### config.mk
export PLATFORM = sky130hd
export DESIGN_NAME = pattern_player
export DESIGN_NICKNAME = d
export VERILOG_FILES = /design/src/rtl/game_pkg.sv /design/src/rtl/dwell_counter.sv /design/src/rtl/pattern_player.sv
export SDC_FILE = /design/constraint.sdc
export NUM_CORES = 1
export LEC_CHECK = 0
export CAP_MARGIN = 20
export CORE_UTILIZATION = 40
export DETAILED_ROUTE_END_ITERATION = 7
export GPL_TIMING_DRIVEN = 0
export SLEW_MARGIN = 0
export SYNTH_ARGS = -nofsm -noshare
export SYNTH_HDL_FRONTEND = slang
export SYNTH_SLANG_ARGS = --single-unit
export TNS_END_PERCENT = 20
### constraint.sdc
create_clock -name clock -period 3.23 [get_ports clock]
set_clock_uncertainty 0.15 [all_clocks]
set_input_delay 0.323 -clock clock [delete_from_list [all_inputs] [get_ports clock]]
set_output_delay 0.323 -clock clock [all_outputs]
set_load 0.005 [all_outputs]
### src/rtl/game_pkg.sv
// Shared types and constants for the code-presentation game blocks.
// Holds the player FSM states and the nibble selection helper.
package game_pkg;

  typedef enum logic [1:0] {
    ST_IDLE,
    ST_SHOW,
    ST_GAP,
    ST_DONE
  } state_e;

  localparam int NIBBLE_W    = 4;
  localparam int CODE_W      = 16;
  localparam int NUM_NIBBLES = 4;
  localparam int REPLAY_MAX  = 3;

  // Index 0 selects the most-significant nibble.
  function automatic logic [NIBBLE_W-1:0] nib_sel(
    input logic [CODE_W-1:0] code,
    input logic [1:0]        idx
  );
    logic [1:0] sh;
    sh = 2'd3 - idx;
    return code[{sh, 2'b00} +: NIBBLE_W];
  endfunction

endpackage

### src/rtl/dwell_counter.sv
// Dwell timer: counts while enabled, pulses expire on the last cycle
// of the current limit and restarts from zero.
module dwell_counter #(
  parameter int CNT_W = 26
) (
  input  logic             clock,
  input  logic             rst,
  input  logic             clear_i,
  input  logic             enable_i,
  input  logic [CNT_W-1:0] limit_i,
  output logic             expire_o
);

  localparam logic [CNT_W-1:0] ONE = CNT_W'(1);

  logic [CNT_W-1:0] cnt_q, cnt_d;

  assign expire_o = enable_i && (cnt_q == limit_i - ONE);

  always_comb begin
    cnt_d = cnt_q;
    if (clear_i || expire_o)
      cnt_d = '0;
    else if (enable_i)
      cnt_d = cnt_q + ONE;
  end

  always_ff @(posedge clock) begin
    if (rst) cnt_q <= '0;
    else     cnt_q <= cnt_d;
  end

endmodule

### src/rtl/pattern_player.sv
// Presents a 16-bit code nibble by nibble with dwell and gap timing.
// Optional replay of the held code under PATTERN_PLAYER_REPLAY_EN.
module pattern_player
  import game_pkg::*;
#(
  parameter int SHOW_CYCLES = 50000000,
  parameter int GAP_CYCLES  = 12500000,
  parameter int CNT_W       = 26
) (
  input  logic        clock,
  input  logic        rst,
  input  logic        start,
  input  logic [15:0] pattern,
  input  logic        log_out,
`ifdef PATTERN_PLAYER_REPLAY_EN
  input  logic        replay,
  output logic [1:0]  replays_left,
`endif
  output logic [3:0]  nibble_out,
  output logic        nibble_valid,
  output logic [1:0]  digit_idx,
  output logic        busy,
  output logic        done
);

  localparam logic [CNT_W-1:0] SHOW_LIM = CNT_W'(SHOW_CYCLES);
  localparam logic [CNT_W-1:0] GAP_LIM  = CNT_W'(GAP_CYCLES);
  localparam bit               HAS_GAP  = GAP_CYCLES > 0;
  localparam logic [1:0]       LAST_IDX = 2'(NUM_NIBBLES - 1);

  state_e           state_q, state_d;
  logic [15:0]      held_q, held_d;
  logic [1:0]       digit_q, digit_d;
  logic [3:0]       nib_q, nib_d;
  logic             valid_q, valid_d;
  logic             busy_q, busy_d;
  logic             done_q, done_d;
  logic             cnt_en, cnt_clr, expire;
  logic [CNT_W-1:0] limit;
  logic [1:0]       nxt_idx;
  logic             replay_go;

  assign cnt_en  = (state_q == ST_SHOW) || (state_q == ST_GAP);
  assign cnt_clr = !cnt_en || log_out;
  assign limit   = (state_q == ST_GAP) ? GAP_LIM : SHOW_LIM;
  assign nxt_idx = digit_q + 2'd1;

  dwell_counter #(
    .CNT_W(CNT_W)
  ) u_dwell (
    .clock   (clock),
    .rst     (rst),
    .clear_i (cnt_clr),
    .enable_i(cnt_en),
    .limit_i (limit),
    .expire_o(expire)
  );

`ifdef PATTERN_PLAYER_REPLAY_EN
  logic [1:0] rl_q, rl_d;

  assign replay_go    = replay && (rl_q != 2'd0);
  assign replays_left = rl_q;

  always_comb begin
    rl_d = rl_q;
    if (state_q == ST_IDLE && state_d == ST_SHOW)
      rl_d = 2'(REPLAY_MAX);
    else if (state_q == ST_DONE && state_d == ST_SHOW)
      rl_d = rl_q - 2'd1;
  end

  always_ff @(posedge clock) begin
    if (rst) rl_q <= '0;
    else     rl_q <= rl_d;
  end
`else
  assign replay_go = 1'b0;
`endif

  always_ff @(posedge clock) begin
    if (rst) begin
      state_q <= ST_IDLE;
      held_q  <= '0;
      digit_q <= '0;
      nib_q   <= '0;
      valid_q <= 1'b0;
      busy_q  <= 1'b0;
      done_q  <= 1'b0;
    end else begin
      state_q <= state_d;
      held_q  <= held_d;
      digit_q <= digit_d;
      nib_q   <= nib_d;
      valid_q <= valid_d;
      busy_q  <= busy_d;
      done_q  <= done_d;
    end
  end

  // log_out wins over a same-cycle dwell expiry.
  always_comb begin
    state_d = state_q;
    unique case (state_q)
      ST_IDLE:
        if (start && !log_out) state_d = ST_SHOW;
      ST_SHOW:
        if (log_out)                 state_d = ST_IDLE;
        else if (expire) begin
          if (digit_q == LAST_IDX)   state_d = ST_DONE;
          else if (HAS_GAP)          state_d = ST_GAP;
        end
      ST_GAP:
        if (log_out)                 state_d = ST_IDLE;
        else if (expire)             state_d = ST_SHOW;
      ST_DONE:
        if (log_out)                 state_d = ST_IDLE;
        else if (replay_go)          state_d = ST_SHOW;
      default:                       state_d = ST_IDLE;
    endcase
  end

  always_comb begin
    held_d  = held_q;
    digit_d = digit_q;
    nib_d   = nib_q;
    valid_d = valid_q;
    busy_d  = busy_q;
    done_d  = done_q;
    if (state_d == ST_IDLE) begin
      digit_d = '0;
      nib_d   = '0;
      valid_d = 1'b0;
      busy_d  = 1'b0;
      done_d  = 1'b0;
    end else begin
      unique case (state_q)
        ST_IDLE: begin
          held_d  = pattern;
          digit_d = '0;
          nib_d   = nib_sel(pattern, 2'd0);
          valid_d = 1'b1;
          busy_d  = 1'b1;
          done_d  = 1'b0;
        end
        ST_SHOW, ST_GAP:
          if (expire) begin
            if (state_d == ST_SHOW) begin
              digit_d = nxt_idx;
              nib_d   = nib_sel(held_q, nxt_idx);
              valid_d = 1'b1;
            end else begin
              nib_d   = '0;
              valid_d = 1'b0;
              busy_d  = (state_d == ST_GAP);
              done_d  = (state_d == ST_DONE);
            end
          end
        ST_DONE:
          if (state_d == ST_SHOW) begin
            digit_d = '0;
            nib_d   = nib_sel(held_q, 2'd0);
            valid_d = 1'b1;
            busy_d  = 1'b1;
            done_d  = 1'b0;
          end
        default: ;
      endcase
    end
  end

  assign nibble_out   = nib_q;
  assign nibble_valid = valid_q;
  assign digit_idx    = digit_q;
  assign busy         = busy_q;
  assign done         = done_q;

endmodule

Word-level counts from Yosys, hierarchy flattened. Index checks and enable logic that the tools add are counted.

Latch bits: 0. Input bits: 20. Logic and storage cells: 70. Output and inout bits: 9. Bits in read-only memories: 0. Memories: 0. RAM bits: 0. Flip-flop bits (word level): 53.

Div/mod/pow operators: 0. $mul: 0. Magnitude comparators: 0. Shift-type cells: 1. Equality and inequality tests: 12. Reduce and logical (&&, ||, !) cells: 16. Multiplexer cells: 28. Add/sub/neg operators: 4. Bitwise logic cells: 1.

Operators with widths (count): $add 26x1->26 const B (1); $eq 26x26->1 (1); $mux 26 (1); $sub 26x1->26 const B (1); $mux 2 (9); $shiftx 16x5->4 (1); $mux 4 (3); $pmux 4 s3 (1); $eq 2x2->1 const B (5); $mux 1 (9); $pmux 1 s3 (3); $pmux 2 s4 (1); $ne 2x2->1 const B (3); $pmux 2 s3 (1); $reduce_and 3->1 (2); $reduce_or 2->1 (3); $eq 2x1->1 const B (2); $logic_not 2->1 (2); $reduce_and 2->1 (2); $logic_or 1x1->1 (3); $add 2x1->2 const B (1); $logic_and 1x1->1 (2); $logic_not 1->1 (2); $ne 2x1->1 const B (1); other kinds (2) (2).

Depth between registers and ports, before layout. Gate-level depths: netlist of the first run.

Depth in word-level cells: 12. Gate-level depth with buffers: 10. Mapped depth without buffers: 9.

Cells and area by module. Synthesis of the first run repeated with hierarchy kept, for this count alone.

Cell total of the unflattened synthesis: 434. Area total of the unflattened synthesis: 3724.8 µm².

By module, submodules not included: dwell_counter (times used 1, seq. area each 520.5 µm², area each 2210.9 µm², cells each 283); pattern_player (times used 1, seq. area each 540.5 µm², area each 1514.0 µm², cells each 151).

Least setup slack after synthesis of the first run. No wires, ideal clock.

Kind: register -> register. Start: register state_q[0]. End: register valid_q (netlist: nibble_valid). Path buffers: 0. Arrival time: 2445 ps. Data required time: 2949 ps. Stages on the path, launching flop included: 10. Library setup time: 131 ps. Setup slack: 504 ps. Clock period less this slack: 2726 ps. Cell sequence: dfxtp_1 > inv_1 > ha_1 > and4bb_2 > o21ai_2 > or4b_4 > o211a_1 > o21ai_0 > o21bai_1 > a21oi_1.

Word-level cells in the longest chain between the ends: 12. Elaborated cells between the ends (all ways): 26. Classes of those cells: add/sub (1); eq/ne (7); mux (11); reduce/logical (7).

RTL lines: from (decl) (RTL line pattern_player.sv:31) `state_e state_q, state_d;`; from (signal assigned) (RTL line pattern_player.sv:91) `state_q <= state_d;`; $eq 2x2->1; $mux 26 (RTL line pattern_player.sv:45) `assign limit = (state_q == ST_GAP) ? GAP_LIM : SHOW_LIM;`; $sub 26x1->26 (RTL line dwell_counter.sv:18) `assign expire_o = enable_i && (cnt_q == limit_i - ONE);`; $eq 26x26->1 (RTL line dwell_counter.sv:18); $logic_and 1x1->1 (RTL line dwell_counter.sv:18); $mux 2, on equally long branches (RTL line pattern_player.sv:115, pattern_player.sv:109); $mux 2, on equally long branches (RTL line pattern_player.sv:114, pattern_player.sv:108); $pmux 2 s4 (RTL line pattern_player.sv:104) `unique case (state_q)`; $eq 2x1->1 (RTL line pattern_player.sv:148, pattern_player.sv:160); $mux 1 (RTL line pattern_player.sv:148) `if (state_d == ST_SHOW) begin`; $mux 1 (RTL line pattern_player.sv:147) `if (expire) begin`; $pmux 1 s3 (RTL line pattern_player.sv:137) `unique case (state_q)`; to (signal assigned) (RTL line pattern_player.sv:95) `valid_q <= valid_d;`; to (decl) (RTL line pattern_player.sv:35) `logic valid_q, valid_d;`.

Several ways; a longest one is shown, not always the timed one. The select of a mux whose other input is x is not followed. A chain may end at the register's enable or synchronous reset.

Final worst setup path of the first run.
Start: register state_q[0]. End: register nib_q[2] (netlist: nibble_out[2]).

Word-level cells in the longest chain between the ends: 12. Elaborated cells between the ends (all ways): 26. Classes of those cells: add/sub (1); eq/ne (7); mux (11); reduce/logical (7).

RTL lines: $eq 2x2->1; $mux 26 (RTL line pattern_player.sv:45); $sub 26x1->26 (RTL line dwell_counter.sv:18); $eq 26x26->1 (RTL line dwell_counter.sv:18); $logic_and 1x1->1 (RTL line dwell_counter.sv:18); $mux 2, on equally long branches (RTL line pattern_player.sv:115, pattern_player.sv:109); $mux 2, on equally long branches (RTL line pattern_player.sv:114, pattern_player.sv:108); $pmux 2 s4 (RTL line pattern_player.sv:104); $eq 2x1->1 (RTL line pattern_player.sv:148, pattern_player.sv:160); $mux 4 (RTL line pattern_player.sv:148); $mux 4 (RTL line pattern_player.sv:147); $pmux 4 s3 (RTL line pattern_player.sv:137); to (signal assigned) (RTL line pattern_player.sv:94) `nib_q <= nib_d;`; to (decl) (RTL line pattern_player.sv:34) `logic [3:0] nib_q, nib_d;`.

Several ways; a longest one is shown, not always the timed one. The select of a mux whose other input is x is not followed.

==> results.tsv, run 1 <==
metric	value	unit
outcome	finished with violations	
failed_checks	design-rule violations	
drive_above_1_share	11.0	%
wirelength	5980	um
use_met1	27.2	%
startpoint_type	flip-flop	
crit_fanout	7	
worst_pin_slew	657	ps
multiInputGateArea	1560	um^2
fin_tns_setup	0	ps
yosys-top-cells-area	dfxtp_1, nor2_1, mux2i_1, xor2_1, mux4_2	
insertion_delay	300	ps
start_util	41.8	%
cts_sinks	53	
synth_area_leader_cell	dfxtp_1	
cts_max_path_buffers	2	
cp.depth	10	
worstSetupPathType	flip-flop to flip-flop	
fin_util	50.0	%
startpoint	state_q[0]	
viasPerCell	5.41	
nFillCells	631	
yosysTopAreaCellShare	39.5	%
p_leak	1.13	nW
critPathCapture	nibble_out[2]	
h-tree-depth	2	
dr.pass1.iters	6	
synthAdderAreaFrac	2.80	%
power.density	403	nW/um^2
ff2ff_setup_slack	160	ps
syn_inst	289	
synthDistinctLibCells	59	
num_antenna_cells	0	
wl_per_cell	14.8	um
critPathMaxStageDelay	580	ps
reg2reg_depth	10	
fmax	0.326	GHz
syn_nets	315	
register_area	1060	um^2
async_flop_share	0	%
synth.most_common_cell	dfxtp_1	
cts_tree	built	
grt_use_met3	3.56	%
grt_use_total	17.5	%
std_cell_rows	29	
muxShareOfSynthArea	10.3	%
cp-end-kind	flip-flop	
grt_pass1_vias	2018	
clk_pin_slew_worst_paths	90	ps
critPathTopFamily	simple AND/OR/NAND/NOR gates	
cp.arrival	3130	ps
syn-mean-instance-area	9.29	um^2
seq_area_frac_synth	39.5	%
yosys_warnings	0	
synth_compound_gate_area_share	11.7	%
finalMaxSlewViolations	0	
cts_buffers	5	
cp_cell_sequence	inv_1 > ha_2 > and4bb_2 > o21ai_2 > or4b_4 > o211a_2 > nor4_4 > buf_4 > a221oi_1 > o32ai_1	
synthSimpleGateAreaFrac	24.4	%
post-route-period-util	94.9	%
cp.required	3290	ps
nNetsFinal	351	
io_buffers	27	
die_area	7040	um^2
vias	2179	
synth_edf_count	0	
grt_overflow	0	
root_buffer	clkbuf_8	
core_area	6420	um^2
hpwl	4350	um
cts_hold_buf	0	
maxSlewHeadroom	55.9	%
reg2reg_to	nibble_out[2]	
final-hold-violation-count	0	
die_h	83.9	um
worst-path-buf-inv	2	
drtAntennaViolNets	0	
synth_area	2690	um^2
yosys_most_used_dff	dfxtp_1	
synth_top_family_by_area	simple AND/OR/NAND/NOR gates	
hp-start	rst	
synth-seq-cells	53	
finalSetupViolCount	0	
holdCritPathClass	input port to flip-flop	
grt_antenna_before_repair	0	
rsz0062_at_grt	false	
drt_iter0_drc	161	
grt_max_degree	16	
drc	2	
busiest_layer	met1	
die_w	83.9	um
peakVddDrop	0.239	mV
rr_startpoint	state_q[0]	
design.portCount	29	
place.gp.congestion	0.823	
cpMaxStageDelayCell	or4b_4	
grt_pass1_wl	9860	um
synth_xor_area_share	7.83	%
ys_top_cells_by_count	dfxtp_1, nor2_1, nand2_1, xor2_1, mux2i_1	
use_met2	24.5	%
fin_crit	3070	ps
area_growth	19.7	%
drv_cap	0	
-- sequential cells by signal, summed over array words and instances, names as in the netlist --
register / cells
u_dwell.cnt_q: 26
busy: 1
state_q: 2
held_q: 16
done: 1
digit_idx: 2
nibble_out: 4
nibble_valid: 1
-- through the flow --
stage	hold WS [ps]	area [um^2]	std cells	setup WS, ps	total power, W
floorplan	268	2690	289	504	0.000784
global placement	285	3050	393	109	0.000837
detailed placement	295	3050	393	71.5	0.000839
CTS	289	3170	401	52.0	0.00130
global route	312	3210	403	16.9	0.00135
finish	292	3210	403	163	0.00130
-- worst min-delay path by stage --
stage                     cells after the start                to  slack, ps
after global routing                          2     nibble_out[2]        310
after floorplan                               1  u_dwell.cnt_q[0]        270
after global placement                        1  u_dwell.cnt_q[0]        280
final                                         2     nibble_out[2]        290
after detailed placement                      1  u_dwell.cnt_q[0]        290
after CTS                                     2     nibble_out[2]        290
-- repair_timing --
action                                  CTS  global route
endpoints found under the hold margin     0             0
setup buffers                             0             2
endpoints found under the setup margin    0            36
gates resized for setup                   0            10
-- layout make-up --
class	count	share of cell area [%]
well taps	77	3.00
clock inverters	1	0.934
flip-flops and latches	53	33.0
multi-input cells	213	48.5
clock buffers	7	2.69
inverters	11	1.28
repair buffers	29	8.88
plain buffers	12	1.71
-- power by group --
part           switching (W)  internal, W
sequential         0.0000123     0.000673
clock               0.000213     0.000253
combinational      0.0000721    0.0000729
total               0.000298     0.000999
-- cells in the final DEF, fill, tap and decap left out, drive strengths merged, types with 7 or more instances in the layout --
cell type | synthesis | routed
xnor2 | 7 | 7
nor2 | 50 | 50
dfxtp | 53 | 53
a21oi | 8 | 8
inv | 11 | 11
xor2 | 17 | 17
mux2i | 17 | 17
and3 | 11 | 11
nand4 | 8 | 8
nand2 | 19 | 19
clkbuf | 9 | 16
nand3 | 7 | 7
clkdlybuf4s50 | 0 | 27
-- worst reg2reg max path: stages, from the launching register on --
cell	delay, ps
dfxtp_2	380
inv_1	80
ha_2	240
and4bb_2	320
o21ai_2	130
or4b_4	590
o211a_2	350
nor4_4	390
buf_4	180
a221oi_1	60
o32ai_1	120
-- kinds of logic (layout without fill, tap and decap cells) --
logic type,Yosys count,in the layout
adder cells (fa/ha/maj),6,6
multiplexers,22,22
XOR/XNOR,24,24
AND/OR/NAND/NOR,120,120
buffers and inverters,23,60
AO/OA/AOI/OAI,41,41
flip-flops,53,53
-- layer usage --
layer / share of wire (%) / wire, um / vias up
li1: - / - / 1107
met1: 54 / 3230 / 1038
met2: 42 / 2490 / 30
met3: 3.4 / 201 / 4
met4: 0.77 / 46 / 0
met5: 0 / 0 / -
No activity file was read; power rests on OpenSTA's default activity.
==> run 2: changes to the inputs <==
--- a/config.mk
+++ b/config.mk
@@ -9,7 +9,7 @@
 export CORE_UTILIZATION = 40
 export DETAILED_ROUTE_END_ITERATION = 7
 export GPL_TIMING_DRIVEN = 0
-export SLEW_MARGIN = 0
+export SLEW_MARGIN = 10
 export SYNTH_ARGS = -nofsm -noshare
 export SYNTH_HDL_FRONTEND = slang
 export SYNTH_SLANG_ARGS = --single-unit
==> results of run 2 <==
Same layout as run 1: the final DEF is identical, and so are final timing and power.
